### config.mk
export PLATFORM = sky130hd
export DESIGN_NAME = pipeline_debug_controller_flat
export DESIGN_NICKNAME = d
export VERILOG_FILES = /design/src/rtl/pipeline_debug_pkg.sv /design/src/rtl/pipeline_debug_controller_if.sv /design/src/rtl/word_tx_serializer.sv /design/src/rtl/pipeline_debug_controller.sv /design/src/flat_wrapper.sv
export SDC_FILE = /design/constraint.sdc
export NUM_CORES = 1
export LEC_CHECK = 0
export ABC_AREA = 1
export CAP_MARGIN = 20
export CORE_MARGIN = 1
export CORE_UTILIZATION = 35
export CTS_CLUSTER_DIAMETER = 200
export CTS_CLUSTER_SIZE = 20
export DETAILED_ROUTE_END_ITERATION = 7
export GPL_TIMING_DRIVEN = 0
export PLACE_DENSITY_LB_ADDON = 0.12
export SKIP_LAST_GASP = 1
export SLEW_MARGIN = 10
export SYNTH_ARGS = -nofsm -noshare
export SYNTH_HDL_FRONTEND = slang
export SYNTH_SLANG_ARGS = --single-unit
### constraint.sdc
create_clock -name i_clk -period 2.65 [get_ports i_clk]
set_input_delay 0.53 -clock i_clk [delete_from_list [all_inputs] [get_ports i_clk]]
set_output_delay 0.53 -clock i_clk [all_outputs]
set_load 0.05 [all_outputs]
### src/rtl/pipeline_debug_pkg.sv
// Shared command/reply codes, controller state encoding and dump sizing.
// No logic, so no latency of its own.
// No flow control of its own.
package pipeline_debug_pkg;

    localparam logic [7:0] CMD_LOAD = 8'h4C;
    localparam logic [7:0] CMD_RUN  = 8'h52;
    localparam logic [7:0] CMD_STEP = 8'h53;
    localparam logic [7:0] CMD_DUMP = 8'h44;
    localparam logic [7:0] RSP_ACK  = 8'hA5;
    localparam logic [7:0] RSP_ERR  = 8'hEE;

    localparam int DEF_BANK_SIZE = 32;
    localparam int DUMP_BYTES    = 8 + 4 * DEF_BANK_SIZE;

    // Dump length in bytes for an arbitrary bank size: PC, cycle count, then registers.
    function automatic int dump_bytes(input int bank_size);
        return 8 + 4 * bank_size;
    endfunction

    typedef enum logic [3:0] {
        ST_IDLE,
        ST_LD_CNT0,
        ST_LD_CNT1,
        ST_LD_BYTE,
        ST_LD_WR,
        ST_LD_RST,
        ST_RUN,
        ST_STEP,
        ST_DUMP_LATCH,
        ST_DUMP_SEND,
        ST_REPLY
    } state_t;

endpackage

### src/rtl/pipeline_debug_controller_if.sv
// Byte-stream link between the UART core and the debug controller.
// Pure wiring, no latency.
// rx and tx each use a valid/ready handshake; a byte moves when both are high.
interface pipeline_debug_controller_if;
    logic [7:0] rx_data;
    logic       rx_valid;
    logic       rx_ready;
    logic [7:0] tx_data;
    logic       tx_valid;
    logic       tx_ready;

    modport master (
        output rx_data, rx_valid,
        input  rx_ready,
        input  tx_data, tx_valid,
        output tx_ready
    );

    modport slave (
        input  rx_data, rx_valid,
        output rx_ready,
        output tx_data, tx_valid,
        input  tx_ready
    );
endinterface

### src/rtl/word_tx_serializer.sv
// Sends one loaded word as 4 bytes, least significant byte first.
// First byte is valid the cycle after load; one byte per accepted transfer.
// Holds data and valid while tx_ready is low; done pulses with the last transfer.
module word_tx_serializer #(
    parameter int NBITS = 32
) (
    input  logic             clk,
    input  logic             rst,
    input  logic             load,
    input  logic [NBITS-1:0] word,
    output logic [7:0]       tx_data,
    output logic             tx_valid,
    input  logic             tx_ready,
    output logic             done,
    output logic             busy
);
    logic [31:0] shreg;
    logic [1:0]  cnt;
    logic        active;
    logic        xfer;

    assign xfer     = active & tx_ready;
    assign tx_data  = shreg[7:0];
    assign tx_valid = active;
    assign busy     = active;
    assign done     = xfer & (cnt == 2'd3);

    // Load a new word when idle, otherwise shift out one byte per transfer.
    always_ff @(posedge clk) begin
        if (rst) begin
            shreg  <= '0;
            cnt    <= '0;
            active <= 1'b0;
        end else if (load && !active) begin
            shreg  <= 32'(word);
            cnt    <= '0;
            active <= 1'b1;
        end else if (xfer) begin
            shreg <= {8'h00, shreg[31:8]};
            cnt   <= cnt + 2'd1;
            if (cnt == 2'd3)
                active <= 1'b0;
        end
    end
endmodule

### src/rtl/pipeline_debug_controller.sv
// Host command sequencer: loads instruction memory, runs/steps the pipeline, dumps state.
// Commands decode the cycle after the byte is accepted; replies appear the cycle after the operation ends.
// rx_ready is low in every non-consuming state; tx bytes are held until the UART accepts them.
module pipeline_debug_controller
    import pipeline_debug_pkg::*;
#(
    parameter int NBITS     = 32,
    parameter int RBITS     = 5,
    parameter int BANK_SIZE = 32,
    parameter int MEM_SIZE  = 1024,
    parameter int CBITS     = 32
) (
    input  logic                        i_clk,
    input  logic                        i_rst,
    pipeline_debug_controller_if.slave  uart,
    output logic                        o_pipe_en,
    output logic                        o_pipe_rst,
    input  logic                        i_halt,
    input  logic [NBITS-1:0]            i_pc,
    output logic                        o_im_we,
    output logic [NBITS-1:0]            o_im_addr,
    output logic [NBITS-1:0]            o_im_data,
    output logic [RBITS-1:0]            o_dbg_reg_addr,
    input  logic [NBITS-1:0]            i_dbg_reg_data,
    output logic                        o_busy
);
    localparam int IM_WORDS   = MEM_SIZE / 4;
    localparam int DUMP_WORDS = dump_bytes(BANK_SIZE) / 4;
    localparam int WBITS      = $clog2(DUMP_WORDS + 1);

    state_t            state, state_nx;
    logic [15:0]       cnt_n, idx;
    logic [1:0]        byte_cnt;
    logic [31:0]       word_buf;
    logic              halted, step_chk;
    logic [CBITS-1:0]  cyc, cyc_snap;
    logic [NBITS-1:0]  pc_snap, ser_word;
    logic [7:0]        reply_code, ser_data;
    logic [WBITS-1:0]  widx;
    logic              rx_acc, im_ok, last_word;
    logic              ser_load, ser_valid, ser_done, ser_busy;

    assign rx_acc    = uart.rx_valid & uart.rx_ready;
    assign im_ok     = {16'd0, idx} < 32'(IM_WORDS);
    assign last_word = (idx + 16'd1) == cnt_n;
    assign o_busy    = (state != ST_IDLE);
    // Only drive a register address while a register word is being dumped.
    assign o_dbg_reg_addr = (state == ST_DUMP_SEND && widx >= WBITS'(2))
                          ? RBITS'(widx - WBITS'(2)) : '0;
    assign ser_word = (widx == '0) ? pc_snap
                    : (widx == WBITS'(1)) ? NBITS'(cyc_snap) : i_dbg_reg_data;

    word_tx_serializer #(.NBITS(NBITS)) u_ser (
        .clk      (i_clk),
        .rst      (i_rst),
        .load     (ser_load),
        .word     (ser_word),
        .tx_data  (ser_data),
        .tx_valid (ser_valid),
        .tx_ready (uart.tx_ready),
        .done     (ser_done),
        .busy     (ser_busy)
    );

    // State register.
    always_ff @(posedge i_clk) begin
        if (i_rst) state <= ST_IDLE;
        else       state <= state_nx;
    end

    // Next-state decode and all handshake/strobe outputs.
    always_comb begin
        state_nx      = state;
        uart.rx_ready = 1'b0;
        uart.tx_valid = 1'b0;
        uart.tx_data  = 8'h00;
        o_pipe_en     = 1'b0;
        o_pipe_rst    = 1'b0;
        o_im_we       = 1'b0;
        o_im_addr     = '0;
        o_im_data     = '0;
        ser_load      = 1'b0;
        case (state)
            ST_IDLE: begin
                uart.rx_ready = 1'b1;
                if (uart.rx_valid) begin
                    case (uart.rx_data)
                        CMD_LOAD: state_nx = ST_LD_CNT0;
                        CMD_RUN:  state_nx = halted ? ST_REPLY : ST_RUN;
                        CMD_STEP: state_nx = halted ? ST_REPLY : ST_STEP;
                        CMD_DUMP: state_nx = ST_DUMP_LATCH;
                        default:  state_nx = ST_REPLY;
                    endcase
                end
            end
            ST_LD_CNT0: begin
                uart.rx_ready = 1'b1;
                if (uart.rx_valid) state_nx = ST_LD_CNT1;
            end
            ST_LD_CNT1: begin
                uart.rx_ready = 1'b1;
                if (uart.rx_valid)
                    state_nx = ({uart.rx_data, cnt_n[7:0]} == 16'd0) ? ST_LD_RST : ST_LD_BYTE;
            end
            ST_LD_BYTE: begin
                uart.rx_ready = 1'b1;
                if (uart.rx_valid && byte_cnt == 2'd3) state_nx = ST_LD_WR;
            end
            ST_LD_WR: begin
                o_im_we   = im_ok;
                o_im_addr = NBITS'({idx, 2'b00});
                o_im_data = NBITS'(word_buf);
                state_nx  = last_word ? ST_LD_RST : ST_LD_BYTE;
            end
            ST_LD_RST: begin
                o_pipe_rst = 1'b1;
                state_nx   = ST_REPLY;
            end
            ST_RUN: begin
                o_pipe_en = !i_halt;
                if (i_halt) state_nx = ST_REPLY;
            end
            ST_STEP: begin
                o_pipe_en = 1'b1;
                state_nx  = ST_REPLY;
            end
            ST_DUMP_LATCH: state_nx = ST_DUMP_SEND;
            ST_DUMP_SEND: begin
                uart.tx_valid = ser_valid;
                uart.tx_data  = ser_data;
                ser_load      = !ser_busy;
                if (ser_done && widx == WBITS'(DUMP_WORDS - 1)) state_nx = ST_IDLE;
            end
            ST_REPLY: begin
                uart.tx_valid = 1'b1;
                uart.tx_data  = reply_code;
                if (uart.tx_ready) state_nx = ST_IDLE;
            end
            default: state_nx = ST_IDLE;
        endcase
    end

    // Load assembly, reply selection, halt tracking, cycle counter and dump snapshots.
    always_ff @(posedge i_clk) begin
        if (i_rst) begin
            cnt_n      <= '0;
            idx        <= '0;
            byte_cnt   <= '0;
            word_buf   <= '0;
            halted     <= 1'b0;
            step_chk   <= 1'b0;
            cyc        <= '0;
            cyc_snap   <= '0;
            pc_snap    <= '0;
            reply_code <= '0;
            widx       <= '0;
        end else begin
            case (state)
                // Default to ERR; every successful path overwrites it with ACK.
                ST_IDLE:    if (rx_acc) reply_code <= RSP_ERR;
                ST_LD_CNT0: if (rx_acc) cnt_n[7:0] <= uart.rx_data;
                ST_LD_CNT1: if (rx_acc) begin
                    cnt_n[15:8] <= uart.rx_data;
                    idx         <= '0;
                    byte_cnt    <= '0;
                end
                ST_LD_BYTE: if (rx_acc) begin
                    word_buf[8*byte_cnt +: 8] <= uart.rx_data;
                    byte_cnt                  <= byte_cnt + 2'd1;
                end
                ST_LD_WR:   idx <= idx + 16'd1;
                ST_LD_RST: begin
                    cyc        <= '0;
                    halted     <= 1'b0;
                    reply_code <= RSP_ACK;
                end
                ST_RUN: if (i_halt) begin
                    halted     <= 1'b1;
                    reply_code <= RSP_ACK;
                end
                ST_STEP:    reply_code <= RSP_ACK;
                ST_DUMP_LATCH: begin
                    pc_snap  <= i_pc;
                    cyc_snap <= cyc;
                    widx     <= '0;
                end
                ST_DUMP_SEND: if (ser_done) widx <= widx + WBITS'(1);
                default: ;
            endcase
            if (o_pipe_en && cyc != '1)
                cyc <= cyc + CBITS'(1);
            // A single step may land on HALT; that shows up in WB one cycle later.
            step_chk <= (state == ST_STEP);
            if (step_chk && i_halt)
                halted <= 1'b1;
        end
    end
endmodule

### src/flat_wrapper.sv
// flat-port wrapper written by rule: the top's interface ports become plain ports
module pipeline_debug_controller_flat import pipeline_debug_pkg::*;
#(
    parameter int NBITS     = 32,
    parameter int RBITS     = 5,
    parameter int BANK_SIZE = 32,
    parameter int MEM_SIZE  = 1024,
    parameter int CBITS     = 32
)
  (i_clk, i_rst, o_pipe_en, o_pipe_rst, i_halt, i_pc, o_im_we, o_im_addr, o_im_data, o_dbg_reg_addr, i_dbg_reg_data, o_busy, uart_rx_data, uart_rx_valid, uart_rx_ready, uart_tx_data, uart_tx_valid, uart_tx_ready);
  pipeline_debug_controller_if uart_i ();
  input  logic i_clk;
  input  logic i_rst;
  output logic o_pipe_en;
  output logic o_pipe_rst;
  input  logic i_halt;
  input  logic [NBITS-1:0] i_pc;
  output logic o_im_we;
  output logic [NBITS-1:0] o_im_addr;
  output logic [NBITS-1:0] o_im_data;
  output logic [RBITS-1:0] o_dbg_reg_addr;
  input  logic [NBITS-1:0] i_dbg_reg_data;
  output logic o_busy;
  input wire logic [$bits(uart_i.rx_data)-1:0] uart_rx_data;
  input wire logic [$bits(uart_i.rx_valid)-1:0] uart_rx_valid;
  output wire logic [$bits(uart_i.rx_ready)-1:0] uart_rx_ready;
  output wire logic [$bits(uart_i.tx_data)-1:0] uart_tx_data;
  output wire logic [$bits(uart_i.tx_valid)-1:0] uart_tx_valid;
  input wire logic [$bits(uart_i.tx_ready)-1:0] uart_tx_ready;
  assign uart_i.rx_data = uart_rx_data;
  assign uart_i.rx_valid = uart_rx_valid;
  assign uart_rx_ready = uart_i.rx_ready;
  assign uart_tx_data = uart_i.tx_data;
  assign uart_tx_valid = uart_i.tx_valid;
  assign uart_i.tx_ready = uart_tx_ready;
  pipeline_debug_controller #(.NBITS(NBITS), .RBITS(RBITS), .BANK_SIZE(BANK_SIZE), .MEM_SIZE(MEM_SIZE), .CBITS(CBITS)) u_core (.i_clk(i_clk), .i_rst(i_rst), .uart(uart_i), .o_pipe_en(o_pipe_en), .o_pipe_rst(o_pipe_rst), .i_halt(i_halt), .i_pc(i_pc), .o_im_we(o_im_we), .o_im_addr(o_im_addr), .o_im_data(o_im_data), .o_dbg_reg_addr(o_dbg_reg_addr), .i_dbg_reg_data(i_dbg_reg_data), .o_busy(o_busy));
endmodule
==> results by group <==
Run status
  • Status: complete, no violations

Global route
  • Largest net degree at the start of global routing: 21
  • First-pass GRT wire length: 57.6 mm
  • Met3 Use GR: 2.55%
  • Initial antenna violation count: 0
  • Vias in the first global route: 10,700
  • Overall global routing resource usage: 22.4%
  • GR Util met1: 29.9%
  • Busiest grt layer: met2
  • GR Util met2: 37.4%
  • Gr ovfl total: 0

Clocking
  • Clock sink count: 212
  • TritonCTS Buffers: 14
  • Clock Path Buffers: 3
  • Htree depth: 1
  • Clk slew on worst S/H paths: 0.09 ns
  • Clk_lat worst skew: 0.49 ns
  • CTS tree: yes
  • Post-CTS setup buffer count: 0
  • Clk root buf: clkbuf_16

Power and ir drop
  • PwrDens: 605 nW/um^2
  • Share of total power in the clock network: 26.8%
  • Pwr Total: 8.06 mW
  • Int Power: 5.31 mW
  • Worst vdd ir: 0.000348 V
  • Seq pwr share: 47.9%
  • Switch share: 34.1%
  • Combinational Power Share: 25.2%
  • Net Switching: 2.75 mW
  • P_leak: 5.22 nW

Placed design
  • Worst slack at placement: -0.740 ns
  • Gpl congestion: 0.918
  • Placed inst area: 13,100 um^2
  • HPWL Detailed: 28.8 mm
  • Buffers on Ports: 143

Die
  • Rows: 64
  • Die ar.: 32,500 um^2
  • Core area: 30,900 um^2
  • Starting Density: 36.0%
  • Chip width: 180 um
  • # IOs: 160
  • Die height: 180 um

Drt
  • DR iter-0 viols: 809
  • Antenna Nets Post-Route: 0
  • DRC errors left: 0
  • Drt total wl: 37.8 mm
  • DR pass1 iterations: 5
  • Vias: 11,600
  • WL/cell: 16.9 um
  • Vias per std cell: 5.19

Yosys
  • Seq/Total Area, Yosys: 38.1%
  • Flops & latches, synth: 212
  • Main area contributors after synthesis: dfxtp_1 38%, o21ai_0 9.3%, nand2_1 9.2%
  • Mapped Area: 11,100 um^2
  • Most used DFF post-synth: dfxtp_1
  • Yosys top cell by area: dfxtp_1
  • Fraction of registers with async set or reset after synthesis: 0%
  • Synth Warn #: 0
  • Number of flops mapped to enable cells by yosys: 0
  • Top cell type's share of synthesized area: 38.1%
  • Synth cell types: 45
  • Syn Area/Cell: 6.69 um^2
  • Syn Inst Count: 1,665

Run
  • Max-Cap Viols: 0

Setup path
  • Worst setup startpoint: u_core.state[1]
  • Crit path DAT: 2.04 ns
  • Worst Path Required: 2.12 ns
  • Max FO, Critical Path: 10
  • FF-to-FF Start: u_core.widx[1]
  • CP Capture Type: output port
  • Worst Setup Path Type: flip-flop to output port
  • Critical path startpoint category: flip-flop

STA
  • F_max: 389 MHz
  • Worst slew pin tran: 0.982 ns
  • Max-slew headroom: 34.5%
  • RSZ-0062 raised after global routing: true
  • Worst hold slack: 0.457 ns
  • Endpoints failing setup: 0
  • Final Hold Viols: 0
  • Final Critical Period: 2.57 ns
  • Setup ws final: 0.0804 ns
  • Max-slew violation count: 0
  • Tcrit/Tclk final: 97.0%
  • Layout Skew: 0.0223 ns

Finish
  • Commonest non-fill, non-tap cell in the layout: nand2_1
  • Ant diodes: 0
  • Area delta synth->final: 19.7%
  • Share of layout cells above drive strength 1: 10.6%
  • Footprint of the multi-input gates: 5870 um^2
  • Final #Nets: 1,930
  • Most frequent cells in the layout: 274 x nand2_1, 219 x nor2_1, 211 x dfxtp_1, 206 x o21ai_0, 190 x a21oi_1
  • Final Instance Area: 13,300 um^2
  • Fillers: 3,265
  • Register area: 4250 um^2

Worst hold path
  • Worst hold start: u_core.pc_snap[17]
  • HP Class: flip-flop to flip-flop
-- sequential cells by signal, indices dropped and copies added, names as in the netlist --
signal	flops
u_core.reply_code	3
u_core.byte_cnt	2
u_core.halted	1
u_core.pc_snap	32
u_core.step_chk	1
u_core.idx	16
u_core.cnt_n	16
u_core.cyc	32
u_core.cyc_snap	32
u_core.widx	6
u_core.u_ser.shreg	32
u_core.word_buf	32
u_core.u_ser.cnt	2
u_core.state	4
u_core.u_ser.busy	1
-- final timing paths --
path | slack, ns | to | depth (start not counted)
worst min-delay path | 0.46 | u_core.pc_snap[17] | 2
worst min register to register | 0.46 | u_core.pc_snap[17] | 2
worst max-delay path | 0.08 | o_im_data[0] | 8
worst max register to register | 0.20 | u_core.u_ser.shreg[11] | 9
-- what timing repair did --
action                                  4_1_cts  5_1_grt
hold buffers                                  0        0
resized for setup                           332       49
endpoints found under the setup margin       66       70
pin swaps                                     0        0
-- through the flow --
stage | TNS (ns) | cells | util (%)
5_1_grt | -0.0394 | 2235 | 43.1
2_1_floorplan | 0 | 1680 | -
4_1_cts | -0.422 | 2235 | 43.1
3_5_place_dp | -19.83 | 2219 | 42.5
3_3_place_gp | -17.30 | 2219 | 42.5
6_report | 0 | 2235 | 43.1
-- routing by layer --
| metal | vias to the layer above | share of wire, % | routed length (um) |
|---|---|---|---|
| met5 | - | 0 | 0 |
| met3 | 71 | 6.8 | 2560 |
| li1 | 5805 | - | - |
| met4 | 0 | 3.3 | 1230 |
| met2 | 425 | 46 | 17400 |
| met1 | 5296 | 44 | 16600 |
-- cells by family after synthesis --
| family | after synthesis | synth area share, % |
|---|---|---|
| AND/OR/NAND/NOR | 699 | 26.8 |
| AO/OA/AOI/OAI | 427 | 19.7 |
| buffers and inverters | 274 | 10.1 |
| flip-flops | 212 | 38.1 |
| multiplexers | 30 | 3.03 |
| adder cells (fa/ha/maj) | 14 | 1.57 |
| XOR/XNOR | 8 | 0.629 |
| other | 1 | 0.0337 |
-- cell usage after synthesis, drive strengths merged, types with 2 or more instances --
| cell | number |
|---|---|
| nor3 | 46 |
| nand3 | 90 |
| ha | 14 |
| nand2 | 277 |
| dfxtp | 212 |
| or2 | 6 |
| o31ai | 2 |
| buf | 33 |
| mux2 | 30 |
| xor2 | 6 |
| a31oi | 2 |
| nor4 | 10 |
| nor2 | 243 |
| and3 | 2 |
| o21ai | 216 |
| nand4 | 23 |
| o21a | 3 |
| nand3b | 2 |
| a211oi | 9 |
| a21oi | 190 |
| xnor2 | 2 |
| inv | 176 |
| clkbuf | 64 |
-- critical path, cell delays in order (launching register included) --
cell,delay (ns)
dfxtp_1,0.30
buf_2,0.16
nor2_2,0.12
inv_1,0.10
nor2_2,0.14
inv_2,0.10
buf_2,0.21
nor2_1,0.18
buf_4,0.23
-- power groups by stage --
stage          clock network, mW  logic (mW)  registers, mW
2_1_floorplan                  0        1.37           3.84
3_3_place_gp                   0        1.99           3.92
3_5_place_dp                   0        2.00           3.93
4_1_cts                     2.21        2.02           3.86
5_1_grt                     2.32        2.27           3.91
6_report                    2.16        2.03           3.86
-- layout make-up --
| cell class | instances | area share, % |
|---|---|---|
| sequential | 212 | 31.8 |
| multi-input combinational | 1194 | 44.1 |
| timing repair buffer | 143 | 8.83 |
| clock inverter | 1 | 0.0657 |
| tap | 396 | 3.72 |
| clock buffer | 15 | 2.82 |
| inverter | 177 | 5.00 |
| buffer | 97 | 3.68 |
Power figures use the tool's default switching activity.
